<file path="src/rtl/plx_local_master.sv">
// plx_local_master: PLX 9030-style local-bus initiator for single/burst reads and writes to TIO, TURF and LOS memory.
module plx_local_master #(
  parameter int LEN_BITS       = 4,
  parameter int TIMEOUT_CYCLES = 255
) (
  input  logic                clk_i,
  input  logic                rst_n_i,
  input  logic                cmd_valid_i,
  output logic                cmd_ready_o,
  input  logic                cmd_wr_i,
  input  logic [1:0]          cmd_space_i,
  input  logic [10:0]         cmd_addr_i,
  input  logic [LEN_BITS-1:0] cmd_len_i,
  input  logic [31:0]         wr_dat_i,
  output logic                wr_dat_rd_o,
  output logic [31:0]         rd_dat_o,
  output logic                rd_valid_o,
  output logic                done_o,
  output logic                err_o,
  output logic                nADS,
  output logic                WnR,
  output logic                nBLAST,
  output logic                nCS2,
  output logic                nCS3,
  output logic [10:0]         LA,
  output logic [31:0]         LD_o,
  output logic                LD_oe,
  input  logic [31:0]         LD_i,
  input  logic                nREADY,
  input  logic                nBTERM
);
  typedef enum logic [1:0] {IDLE, ADDR, DATA, TURN} state_t;
  state_t r_state, w_next;
  logic [LEN_BITS-1:0] r_rem;
  logic [15:0] r_to;
  logic w_accept, w_beat, w_last, w_tout;
  assign cmd_ready_o = r_state == IDLE;
  assign w_accept    = cmd_valid_i && cmd_ready_o;
  assign w_beat      = r_state == DATA && !nREADY;
  assign w_last      = w_beat && r_rem == '0;
  // A beat landing on the final timeout cycle wins over the abort.
  assign w_tout      = r_state == DATA && nREADY && r_to == 16'(TIMEOUT_CYCLES - 1);
  assign wr_dat_rd_o = (w_accept && cmd_wr_i) || (w_beat && WnR && r_rem != '0);
  always_comb begin
    w_next = r_state;
    case (r_state)
      IDLE: w_next = w_accept ? ADDR : IDLE;
      ADDR: w_next = DATA;
      DATA: w_next = (w_last || w_tout) ? TURN : (w_beat && !nBTERM) ? ADDR : DATA;
      TURN: w_next = IDLE;
    endcase
  end
  always_ff @(posedge clk_i or negedge rst_n_i)
    if (!rst_n_i) r_state <= IDLE;
    else          r_state <= w_next;
  always_ff @(posedge clk_i or negedge rst_n_i) begin
    if (!rst_n_i) begin
      nADS       <= 1'b1;
      nBLAST     <= 1'b1;
      nCS2       <= 1'b1;
      nCS3       <= 1'b1;
      WnR        <= 1'b0;
      LA         <= '0;
      LD_o       <= '0;
      LD_oe      <= 1'b0;
      rd_dat_o   <= '0;
      rd_valid_o <= 1'b0;
      done_o     <= 1'b0;
      err_o      <= 1'b0;
      r_rem      <= '0;
      r_to       <= '0;
    end else begin
      done_o     <= 1'b0;
      err_o      <= 1'b0;
      rd_valid_o <= 1'b0;
      if (wr_dat_rd_o) LD_o <= wr_dat_i;
      if (w_accept) begin
        nADS   <= 1'b0;
        LA     <= cmd_addr_i;
        WnR    <= cmd_wr_i;
        nCS2   <= cmd_space_i != 2'd1;
        nCS3   <= cmd_space_i != 2'd2;
        LD_oe  <= cmd_wr_i;
        nBLAST <= cmd_len_i != '0;
        r_rem  <= cmd_len_i;
      end
      if (r_state == ADDR) begin
        nADS <= 1'b1;
        r_to <= '0;
      end
      if (r_state == DATA) r_to <= r_to + 16'd1;
      if (w_beat) begin
        LA     <= LA + 11'd1;
        r_to   <= '0;
        r_rem  <= r_rem - LEN_BITS'(1);
        nBLAST <= r_rem != LEN_BITS'(1);
        if (!WnR) begin
          rd_dat_o   <= LD_i;
          rd_valid_o <= 1'b1;
        end
        if (!nBTERM && r_rem != '0) nADS <= 1'b0;
      end
      if (w_last || w_tout) begin
        nBLAST <= 1'b1;
        nCS2   <= 1'b1;
        nCS3   <= 1'b1;
        LD_oe  <= 1'b0;
        WnR    <= 1'b0;
        done_o <= 1'b1;
      end
      if (w_tout) err_o <= 1'b1;
    end
  end
endmodule
</file>
<file path="config.mk">
export PLATFORM = sky130hd
export DESIGN_NAME = plx_local_master
export DESIGN_NICKNAME = d
export VERILOG_FILES = /design/src/rtl/plx_local_master.sv
export SDC_FILE = /design/constraint.sdc
export NUM_CORES = 1
export LEC_CHECK = 0
export ABC_AREA = 0
export CAP_MARGIN = 20
export CORE_MARGIN = 2
export CORE_UTILIZATION = 38
export CTS_BUF_LIST = sky130_fd_sc_hd__clkbuf_16
export DETAILED_ROUTE_END_ITERATION = 8
export GPL_ROUTABILITY_DRIVEN = 1
export HOLD_SLACK_MARGIN = 0.12
export PLACE_DENSITY = 0.71
export SKIP_CTS_REPAIR_TIMING = 1
export SLEW_MARGIN = 15
export SYNTH_ARGS = -nofsm -noshare
export SYNTH_HDL_FRONTEND = slang
export SYNTH_SLANG_ARGS = --single-unit
</file>
<file path="constraint.sdc">
create_clock -name clk_i -period 2.7 [get_ports clk_i]
set_clock_uncertainty 0.1 [all_clocks]
set_input_delay 0.54 -clock clk_i [delete_from_list [all_inputs] [get_ports clk_i]]
set_output_delay 0.54 -clock clk_i [all_outputs]
set_load 0.1 [all_outputs]
</file>
==> impl_results.md, run 1 <==
- Cell at the root of the clock tree: sky130_fd_sc_hd__clkbuf_16
- Mapped cell area: about 4600 µm²
- Via/cell ratio: roughly 5.0
- Gp weighted congestion: between 0.8 and 0.9
- RSZ-0062 raised after global routing: no
- First-pass GRT wire length: between 15000 and 20000 µm
- Number of sinks driven by the clock tree: ~110
- CP arrival: around 1900 ps
- Final max-slew violation count: 0
- Slew margin rel.: 60.6%
- Cells along the critical path: inv_1 > ha_1 > or3b_2 > nand3_1 > nand2_2 > buf_12
- Pin slew with the least headroom to its limit: approximately 590 ps
- Post-Syn Nets: 469
- Library cell occupying the most area in the post-synthesis netlist: sky130_fd_sc_hd__dfrtp_1
- Flip-flop cell with the highest count after synthesis: sky130_fd_sc_hd__dfrtp_1
- Xor and xnor area share after synthesis: ~1.2%
- Fill cell count: about 1000
- Number of core rows: 40
- Area growth from synthesis to final layout: 44.5%
- Simple-gate share of the synthesized area: around an eighth
- I/O Buffers: 172
- Final global-route overflow total: 0
- Number of nets still failing antenna checks after routing: 0
- Flops & latches, synth: around 110
- Critical path start-end classification: reg2out
- DRC errors left: 0
- Yosys warning total: 0
- Maximum number of pins on one net before global-route repair: between 100 and 150
- Number of cells traversed by the worst register-to-register path: 6
- Classification of the worst-slack hold path: in2async
- Most area-consuming cells after synthesis: sky130_fd_sc_hd__dfrtp_1, sky130_fd_sc_hd__mux2_2, sky130_fd_sc_hd__ha_1
- Clk pin slew, worst setup/hold paths: about 70 ps
- Number of buffers on the longest clock path: 2
- Complex-gate fraction of the synthesized area: between 7 and 8%
- Crit share post-route: ~96%
- Clock insertion delay at the later pin of the skew report: around 340 ps
- Combinational family with the most area after synthesis: multiplexers
- Vias post-DR: around 3.5k
- Number of flops mapped to enable cells by yosys: 0
- Status: finished, final reports clean
- Share of the yosys chip area belonging to registers: between 50% and 60%
- Detailed-route wire length per cell: between 15 and 20 µm
- Largest stage delay on the critical path: 470 ps
- Depth of the CTS H-tree: 3
- Required @ worst endpoint: 2060 ps
- Sort of element at the start of the critical path: flop
- Diode insertion count for antenna repair: 0
- Cell count after synthesis: approximately 370
- Post-detailed-placement half-perimeter wirelength: roughly 8000 µm
- Chip width: ~110 µm
- Maximum fanout along the worst path: 5
- Number of global-route vias before repair: roughly 3.5k
- Multiplexer share of the synthesized area: between 10% and 20%
- Die ar.: ~13000 µm²
- Final Hold Viols: 0
- Drt initial violations: 222
- Clock tree from TritonCTS: yes
- Number of nets in the finished design: about 640
- Tmin final: 2580 ps
- Proportion of register bits with asynchronous set or reset after synthesis: 100%
- Endpoint type of the worst setup path: primary output
- Initial Util: between 30 and 40%
- Overall track demand over capacity in global routing: ~17%
- Share of the synthesized area in the top cell type: a little under three fifths
- Achievable clock frequency: approximately 390 MHz
- Worst-path cell with the longest stage delay: sky130_fd_sc_hd__or3b_2
- Final wirelength: about 11000 µm
- Initial DRT Pass Iterations: 4
- Die span in y: 114 µm
- Mean Syn Cell Area: roughly 12 µm²
- Post-Synth Adder-Cell Area: between 2 and 2.5%
- Antenna violations before repair: 0
- Fraction of final layout cells with drive strength greater than 1: approximately 34%
- Maximum capacitance violations: 0
- Final setup fails: 0
- IO Pins: approximately 170
- Distinct cells, synth: 45
- Setup TNS Final: 0 ps
- Num CTS Buffers: 9
- Placeable core region: between 10000 and 15000 µm²
-- cells by family (layout without fill, tap and decap cells) --
group | count (synthesis) | in the layout
compound gates | 50 | 50
xor+xnor | 6 | 6
flops | 105 | 105
fa+ha+maj | 9 | 9
simple gates | 107 | 107
buf+inv | 26 | 204
mux | 70 | 70
-- synth_stat cells (2+ instances only) --
master and instances:
sky130_fd_sc_hd__dfrtp_1 101, sky130_fd_sc_hd__mux2_2 65, sky130_fd_sc_hd__nand2_1 26, sky130_fd_sc_hd__nor2_1 24, sky130_fd_sc_hd__nand3_1 16, sky130_fd_sc_hd__o21ai_0 15
sky130_fd_sc_hd__a21oi_1 13, sky130_fd_sc_hd__inv_1 11, sky130_fd_sc_hd__ha_1 9, sky130_fd_sc_hd__buf_2 7, sky130_fd_sc_hd__clkbuf_1 6, sky130_fd_sc_hd__nor3_1 6
sky130_fd_sc_hd__a211oi_1 5, sky130_fd_sc_hd__and3_1 5, sky130_fd_sc_hd__mux2i_1 5, sky130_fd_sc_hd__xnor2_1 5, sky130_fd_sc_hd__a311oi_1 4, sky130_fd_sc_hd__dfstp_2 4
sky130_fd_sc_hd__nand2b_1 4, sky130_fd_sc_hd__nor4_1 4, sky130_fd_sc_hd__and2_1 3, sky130_fd_sc_hd__nand4_1 3, sky130_fd_sc_hd__or3_1 3, sky130_fd_sc_hd__a22oi_1 2
sky130_fd_sc_hd__and3_2 2, sky130_fd_sc_hd__nand3b_1 2, sky130_fd_sc_hd__o221a_2 2, sky130_fd_sc_hd__o31ai_1 2, sky130_fd_sc_hd__or2_2 2, sky130_fd_sc_hd__or3_2 2
-- cell type report --
type / count / area [µm²] / share of cell area, %
flip-flops and latches: 105 / 2630 / 39.9
well taps: 147 / 184 / 2.79
repair buffers: 178 / 1600 / 24.2
multi-input cells: 242 / 1830 / 27.7
clock inverters: 6 / 83.8 / 1.27
clock buffers: 9 / 225 / 3.41
inverters: 11 / 41.3 / 0.626
-- critical path, delay by kind of cell (launching register included) --
| kind | cells | cell delay (ps) |
|---|---|---|
| flops | 1 | 430 |
| fa+ha+maj | 1 | 200 |
| simple gates | 3 | 710 |
| buf+inv | 2 | 260 |
-- worst paths after layout --
check | start | end | slack [ps]
worst max-delay path | r_rem[0] | wr_dat_rd_o | 120
worst min-delay path | rst_n_i | r_to[3] | 130
worst max register to register | r_state[1] | r_to[14] | 380
worst min register to register | LD_o[25] | LD_o[25] | 410
max in group asynchronous | rst_n_i | r_to[5] | 1890
min in group clk_i | LD_o[25] | LD_o[25] | 410
-- state kept, by name, summed over array words and instances (netlist names) --
name,flops
LD_o,32
rd_dat_o,32
r_to,16
LA,11
r_rem,4
r_state,2
LD_oe,1
done_o,1
err_o,1
nADS,1
nBLAST,1
nCS2,1
nCS3,1
rd_valid_o,1
-- cells in the final DEF, fill, tap and decap left out, drive strengths merged, types with 7 or more instances in the layout --
| cell | netlist | final |
|---|---|---|
| clkdlybuf4s50 | 0 | 85 |
| nor2 | 24 | 24 |
| dfrtp | 101 | 101 |
| clkbuf | 6 | 9 |
| a21oi | 13 | 13 |
| and3 | 7 | 7 |
| nand3 | 16 | 16 |
| buf | 9 | 93 |
| o21ai | 15 | 15 |
| mux2 | 65 | 65 |
| inv | 11 | 13 |
| nand2 | 26 | 26 |
| ha | 9 | 9 |
-- per-layer routing --
layer  global-route usage (%)  part of all wire [%]
met1                     22.9                    44
met2                     27.3                    47
met3                     5.31                   7.3
met4                     5.69                   1.6
met5                        0                     0
-- metrics by stage --
stage          util, %  cells  area, µm²  setup WS, ps  hold WS, ps
5_1_grt           55.6    698       6600          21.4          202
2_1_floorplan        -    373       4570          88.0          144
3_3_place_gp      53.0    683       6280           240          391
4_1_cts           55.6    698       6590          23.6          194
3_5_place_dp      53.0    683       6280           238          396
6_report          55.6    698       6600           119          132
Power of run 1 is not shown: default switching activity piles up to over one toggle a cycle in this logic, so the estimate is an artifact.
==> run 2: changes to the inputs <==
--- a/config.mk
+++ b/config.mk
@@ -13,7 +13,7 @@
 export DETAILED_ROUTE_END_ITERATION = 8
 export GPL_ROUTABILITY_DRIVEN = 1
 export HOLD_SLACK_MARGIN = 0.12
-export PLACE_DENSITY = 0.71
+export PLACE_DENSITY = 0.83
 export SKIP_CTS_REPAIR_TIMING = 1
 export SLEW_MARGIN = 15
 export SYNTH_ARGS = -nofsm -noshare
==> impl_results.md, run 2 (synthesized netlist as in run 1, its figures left out) <==
- Status: finished, final reports clean
- Area growth from synthesis to final layout: 45.3%
- Chip width: 114 µm (unchanged)
- Number of global-route vias before repair: 3689 (+6.9%)
- Antenna violations before repair: 0 (unchanged)
- Clock tree from TritonCTS: yes
- Overall track demand over capacity in global routing: 17.4% (+0.10 points)
- Tmin final: 2570 ps (-9.15 ps)
- Commonest non-fill, non-tap cell in the layout: sky130_fd_sc_hd__dfrtp_1
- Die span in y: 114 µm (unchanged)
- Fraction of final layout cells with drive strength greater than 1: 34.8% (+0.29 points)
- Largest stage delay on the critical path: 480 ps (about the same)
- Diode insertion count for antenna repair: 0 (unchanged)
- Maximum number of pins on one net before global-route repair: 47 (-56%)
- Number of nets still failing antenna checks after routing: 0 (unchanged)
- Slew margin rel.: 63.2% (+2.6 points)
- Clk pin slew, worst setup/hold paths: 70 ps (about the same)
- Number of core rows: 40 (unchanged)
- IO Pins: 173 (unchanged)
- Classification of the worst-slack hold path: reg2reg
- Initial Util: 38.5% (unchanged)
- Number of buffers on the longest clock path: 2 (unchanged)
- Detailed-route wire length per cell: 15.9 µm (+1.0%)
- Post-detailed-placement half-perimeter wirelength: 8200 µm (+3.0%)
- Multi-input combinational cell area: 1830 µm² (unchanged)
- Final setup fails: 0 (unchanged)
- Worst-path cell with the longest stage delay: sky130_fd_sc_hd__or3b_2
- Final hold slack: 407 ps (+275 ps)
- Number of sinks driven by the clock tree: 105 (unchanged)
- Largest registers: LD_o x32, rd_dat_o x32, r_to x16
- Initial DRT Pass Iterations: 4 (unchanged)
- Critical path start-end classification: reg2out
- Final global-route overflow total: 0 (unchanged)
- Num CTS Buffers: 9 (unchanged)
- Top library cells by usage in the layout, fill and taps aside: sky130_fd_sc_hd__dfrtp_1, sky130_fd_sc_hd__buf_4, sky130_fd_sc_hd__clkdlybuf4s50_1, sky130_fd_sc_hd__mux2_2, sky130_fd_sc_hd__nand2_1
- Vias post-DR: 3619 (+3.5%)
- Depth of the CTS H-tree: 3 (unchanged)
- Endpoint type of the worst setup path: primary output
- CP arrival: 1930 ps (about the same)
- Pin slew with the least headroom to its limit: 547 ps (-43.6 ps)
- Clock insertion delay at the later pin of the skew report: 340 ps (about the same)
- Setup TNS Final: 0 ps (unchanged)
- Final max-slew violation count: 0 (unchanged)
- Final wirelength: 11200 µm (+1.6%)
- Final Hold Viols: 0 (unchanged)
- Required @ worst endpoint: 2060 ps (about the same)
- I/O Buffers: 172 (unchanged)
- Cell at the root of the clock tree: sky130_fd_sc_hd__clkbuf_16
- Number of nets in the finished design: 646 (+0.47%)
- Placeable core region: 11900 µm² (unchanged)
- Crit share post-route: 95.2% (-0.34 points)
- Cell family contributing the most delay on the critical path: simple AND/OR/NAND/NOR gates
- Die ar.: 12900 µm² (unchanged)
- Achievable clock frequency: 389 MHz (+0.36%)
- Fill cell count: 1026 (+3.8%)
- Cell area after placement: 6300 µm² (+0.24%)
- Buffers plus inverters on the worst setup path: 2 (unchanged)
- RSZ-0062 raised after global routing: no
- Maximum capacitance violations: 0 (unchanged)
- Post-route standard cell area excluding fillers: 6630 µm² (+0.53%)
- Drt initial violations: 166 (-25%)
- Gp weighted congestion: 0.798 (-1.1%)
- Maximum fanout along the worst path: 5 (unchanged)
- First-pass GRT wire length: 17900 µm (+1.6%)
- Storage element area: 2630 µm² (unchanged)
- DRC errors left: 0 (unchanged)
- Cells along the critical path: inv_1 > ha_1 > or3b_2 > nand3_1 > nand2_2 > buf_12
- Sort of element at the start of the critical path: flop
- Via/cell ratio: 5.16 (+2.9%)
==> run 2: changes by cell type in the layout (fill, tap and decap cells not counted), sizes merged <==
cell,before,now
buf,93,95
clkinv,1,2
clkinvlp,1,2
dlygate4sd3,0,1
inv,13,12
==> run 2: final cells by class <==
cell class / instances / area share [%]
Clock buffer: 9 / 3.40
Clock inverter: 7 / 1.42
Inverter: 11 / 0.623
Multi-Input combinational cell: 242 / 27.6
Sequential cell: 105 / 39.7
Tap cell: 147 / 2.77
Timing Repair Buffer: 181 / 24.5
==> run 2: final timing paths <==
path | cells past startpoint | startpoint | slack [ps] | endpoint
max | 6 | r_rem[0] | 130 | wr_dat_rd_o
min | 1 | rd_dat_o[1] | 410 | rd_dat_o[1]
min reg2reg | 1 | rd_dat_o[1] | 410 | rd_dat_o[1]
max in group asynchronous | 3 | rst_n_i | 1180 | LD_o[27]
min in group asynchronous | 2 | rst_n_i | 580 | done_o
max reg2reg | 6 | r_state[1] | 360 | r_to[12]
==> run 2: layer usage <==
| metal | vias to the layer above | global-route usage, % | wire, µm |
|---|---|---|---|
| li1 | 1686 | - | - |
| met1 | 1783 | 21.5 | 4550 |
| met4 | 0 | 7.15 | 235 |
| met2 | 130 | 29.8 | 5660 |
| met3 | 20 | 3.61 | 732 |
| met5 | - | 0 | 0 |
==> run 2: worst register-to-register path, stage by stage (launching register included) <==
cell and delay [ps]:
sky130_fd_sc_hd__dfrtp_1 390, sky130_fd_sc_hd__inv_1 100, sky130_fd_sc_hd__ha_2 450, sky130_fd_sc_hd__nand4_4 190
sky130_fd_sc_hd__or4_4 570, sky130_fd_sc_hd__or3_1 320, sky130_fd_sc_hd__a21oi_1 150
==> run 2: metrics by stage <==
stage | worst slack (ps) | utilization [%] | instances
2_1_floorplan | 88.0 | - | 373
3_3_place_gp | 308 | 53.1 | 685
3_5_place_dp | 303 | 53.1 | 685
4_1_cts | 31.1 | 55.8 | 701
5_1_grt | 26.7 | 55.9 | 702
6_report | 128 | 55.9 | 702
Power of run 2 is left out for the same reason.
==> run 3: changes to the inputs <==
--- a/config.mk
+++ b/config.mk
@@ -7,7 +7,6 @@
 export LEC_CHECK = 0
 export ABC_AREA = 0
 export CAP_MARGIN = 20
-export CORE_MARGIN = 2
 export CORE_UTILIZATION = 38
 export CTS_BUF_LIST = sky130_fd_sc_hd__clkbuf_16
 export DETAILED_ROUTE_END_ITERATION = 8
==> impl_results.md, run 3 (synthesized netlist as in run 1, its figures left out) <==
- Storage element area: 2630 µm² (unchanged)
- IO Pins: 173 (unchanged)
- Pin slew with the least headroom to its limit: 528 ps (-19.2 ps)
- Clock insertion delay at the later pin of the skew report: 340 ps (about the same)
- Num CTS Buffers: 9 (unchanged)
- CP arrival: 1920 ps (about the same)
- Largest registers: LD_o x32, rd_dat_o x32, r_to x16
- Fill cell count: 960 (-6.4%)
- Number of buffers on the longest clock path: 2 (unchanged)
- Chip width: 112 µm (-1.8%)
- DRC errors left: 18 (+18)
- Maximum number of pins on one net before global-route repair: 59 (+26%)
- Classification of the worst-slack hold path: reg2reg
- Clock tree from TritonCTS: yes
- Status: complete, but fails checks
- Die ar.: 12500 µm² (-3.5%)
- Number of global-route vias before repair: 3527 (-4.4%)
- Setup TNS Final: 0 ps (unchanged)
- Number of core rows: 39 (-2.5%)
- Number of cells traversed by the worst register-to-register path: 6 (unchanged)
- Required @ worst endpoint: 2060 ps (about the same)
- Final Hold Viols: 0 (unchanged)
- Final setup fails: 0 (unchanged)
- Fraction of final layout cells with drive strength greater than 1: 34.8% (unchanged)
- Antenna violations before repair: 0 (unchanged)
- Die span in y: 112 µm (-1.8%)
- Top library cells by usage in the layout, fill and taps aside: sky130_fd_sc_hd__dfrtp_1, sky130_fd_sc_hd__buf_4, sky130_fd_sc_hd__clkdlybuf4s50_1, sky130_fd_sc_hd__mux2_2, sky130_fd_sc_hd__nand2_1
- Post-detailed-placement half-perimeter wirelength: 8090 µm (-1.4%)
- Post-route standard cell area excluding fillers: 6580 µm² (-0.79%)
- Initial DRT Pass Iterations: 6 (+2)
- Maximum fanout along the worst path: 4 (-1)
- Cell at the root of the clock tree: sky130_fd_sc_hd__clkbuf_16
- Final global-route overflow total: 0 (unchanged)
- Critical path start-end classification: reg2out
- Crit share post-route: 94.8% (-0.49 points)
- Final wirelength: 10800 µm (-3.4%)
- Clk pin slew, worst setup/hold paths: 70 ps (about the same)
- I/O Buffers: 172 (unchanged)
- Source of the worst register-to-register timing path: r_state[1]
- Gp weighted congestion: 0.804 (+0.79%)
- First-pass GRT wire length: 17900 µm (-0.53%)
- Drt initial violations: 219 (+32%)
- Cells on Worst Hold Path: 1 (unchanged)
- Final max-slew violation count: 0 (unchanged)
- Detailed-route wire length per cell: 15.5 µm (-2.9%)
- Tmin final: 2560 ps (-13.3 ps)
- Worst setup path endpoint: wr_dat_rd_o
- Commonest non-fill, non-tap cell in the layout: sky130_fd_sc_hd__dfrtp_1
- Area growth from synthesis to final layout: 44.1%
- Slew margin rel.: 64.5% (+1.3 points)
- Diode insertion count for antenna repair: 0 (unchanged)
- Violated checks: design-rule violations
- Sort of element at the start of the critical path: flop
- Number of sinks driven by the clock tree: 105 (unchanged)
- Initial Util: 39.5% (+0.99 points)
- Overall track demand over capacity in global routing: 18.1% (+0.70 points)
- Via/cell ratio: 5.08 (-1.5%)
- Startpoint of the most critical hold path: rd_dat_o[28]
- Depth of the CTS H-tree: 3 (unchanged)
- Endpoint type of the worst setup path: primary output
- Final hold slack: 409 ps (+1.86 ps)
- Crit path from: r_rem[1]
- Achievable clock frequency: 391 MHz (+0.52%)
- End of the worst register-to-register path: r_to[12]
- Cell area after placement: 6290 µm² (about the same)
- Number of nets in the finished design: 646 (unchanged)
- Multi-input combinational cell area: 1830 µm² (unchanged)
- Placeable core region: 11600 µm² (-2.5%)
- Maximum capacitance violations: 0 (unchanged)
- RSZ-0062 raised after global routing: no
- Setup slack on the worst flop-to-flop path: 360 ps (about the same)
- Number of nets still failing antenna checks after routing: 0 (unchanged)
- Vias post-DR: 3545 (-2.0%)
## run 3: changes by cell type in the layout (fill, tap and decap cells not counted), sizes merged
cell,change
bufinv,-2
clkinv,+1
clkinvlp,-1
inv,+2
## run 3: layout make-up
class,instances,share of cell area (%)
multi-input cells,242,27.8
well taps,143,2.72
repair buffers,181,24.7
clock buffers,9,3.42
flip-flops and latches,105,40.0
inverters,11,0.628
clock inverters,7,0.704
## run 3: worst max-delay path, stage by stage, from the launching register on
cell and delay [ps]:
sky130_fd_sc_hd__dfrtp_1 410, sky130_fd_sc_hd__inv_1 90, sky130_fd_sc_hd__ha_1 190, sky130_fd_sc_hd__or3b_2 470, sky130_fd_sc_hd__nand3_1 110, sky130_fd_sc_hd__nand2_2 110
sky130_fd_sc_hd__buf_12 190
## run 3: worst min path at each step
stage	to
floorplan	LA[0]
global placement	rd_dat_o[5]
detailed placement	rd_dat_o[3]
CTS	rd_dat_o[2]
global route	rd_dat_o[14]
finish	rd_dat_o[28]
## run 3: metal layers
layer  wire length, µm  global-route usage (%)
met4               114                    5.05
met5                 0                       0
met1              4650                    23.7
met3               737                    4.46
met2              5300                    30.0
## run 3: through the flow
stage / cells / worst slack (ps) / utilization, %
2_1_floorplan: 373 / 88.0 / -
3_3_place_gp: 681 / 317 / 54.4
3_5_place_dp: 681 / 308 / 54.4
4_1_cts: 697 / 33.7 / 56.8
5_1_grt: 698 / 42.4 / 56.9
6_report: 698 / 142 / 56.9
Power of run 3 is left out for the same reason.
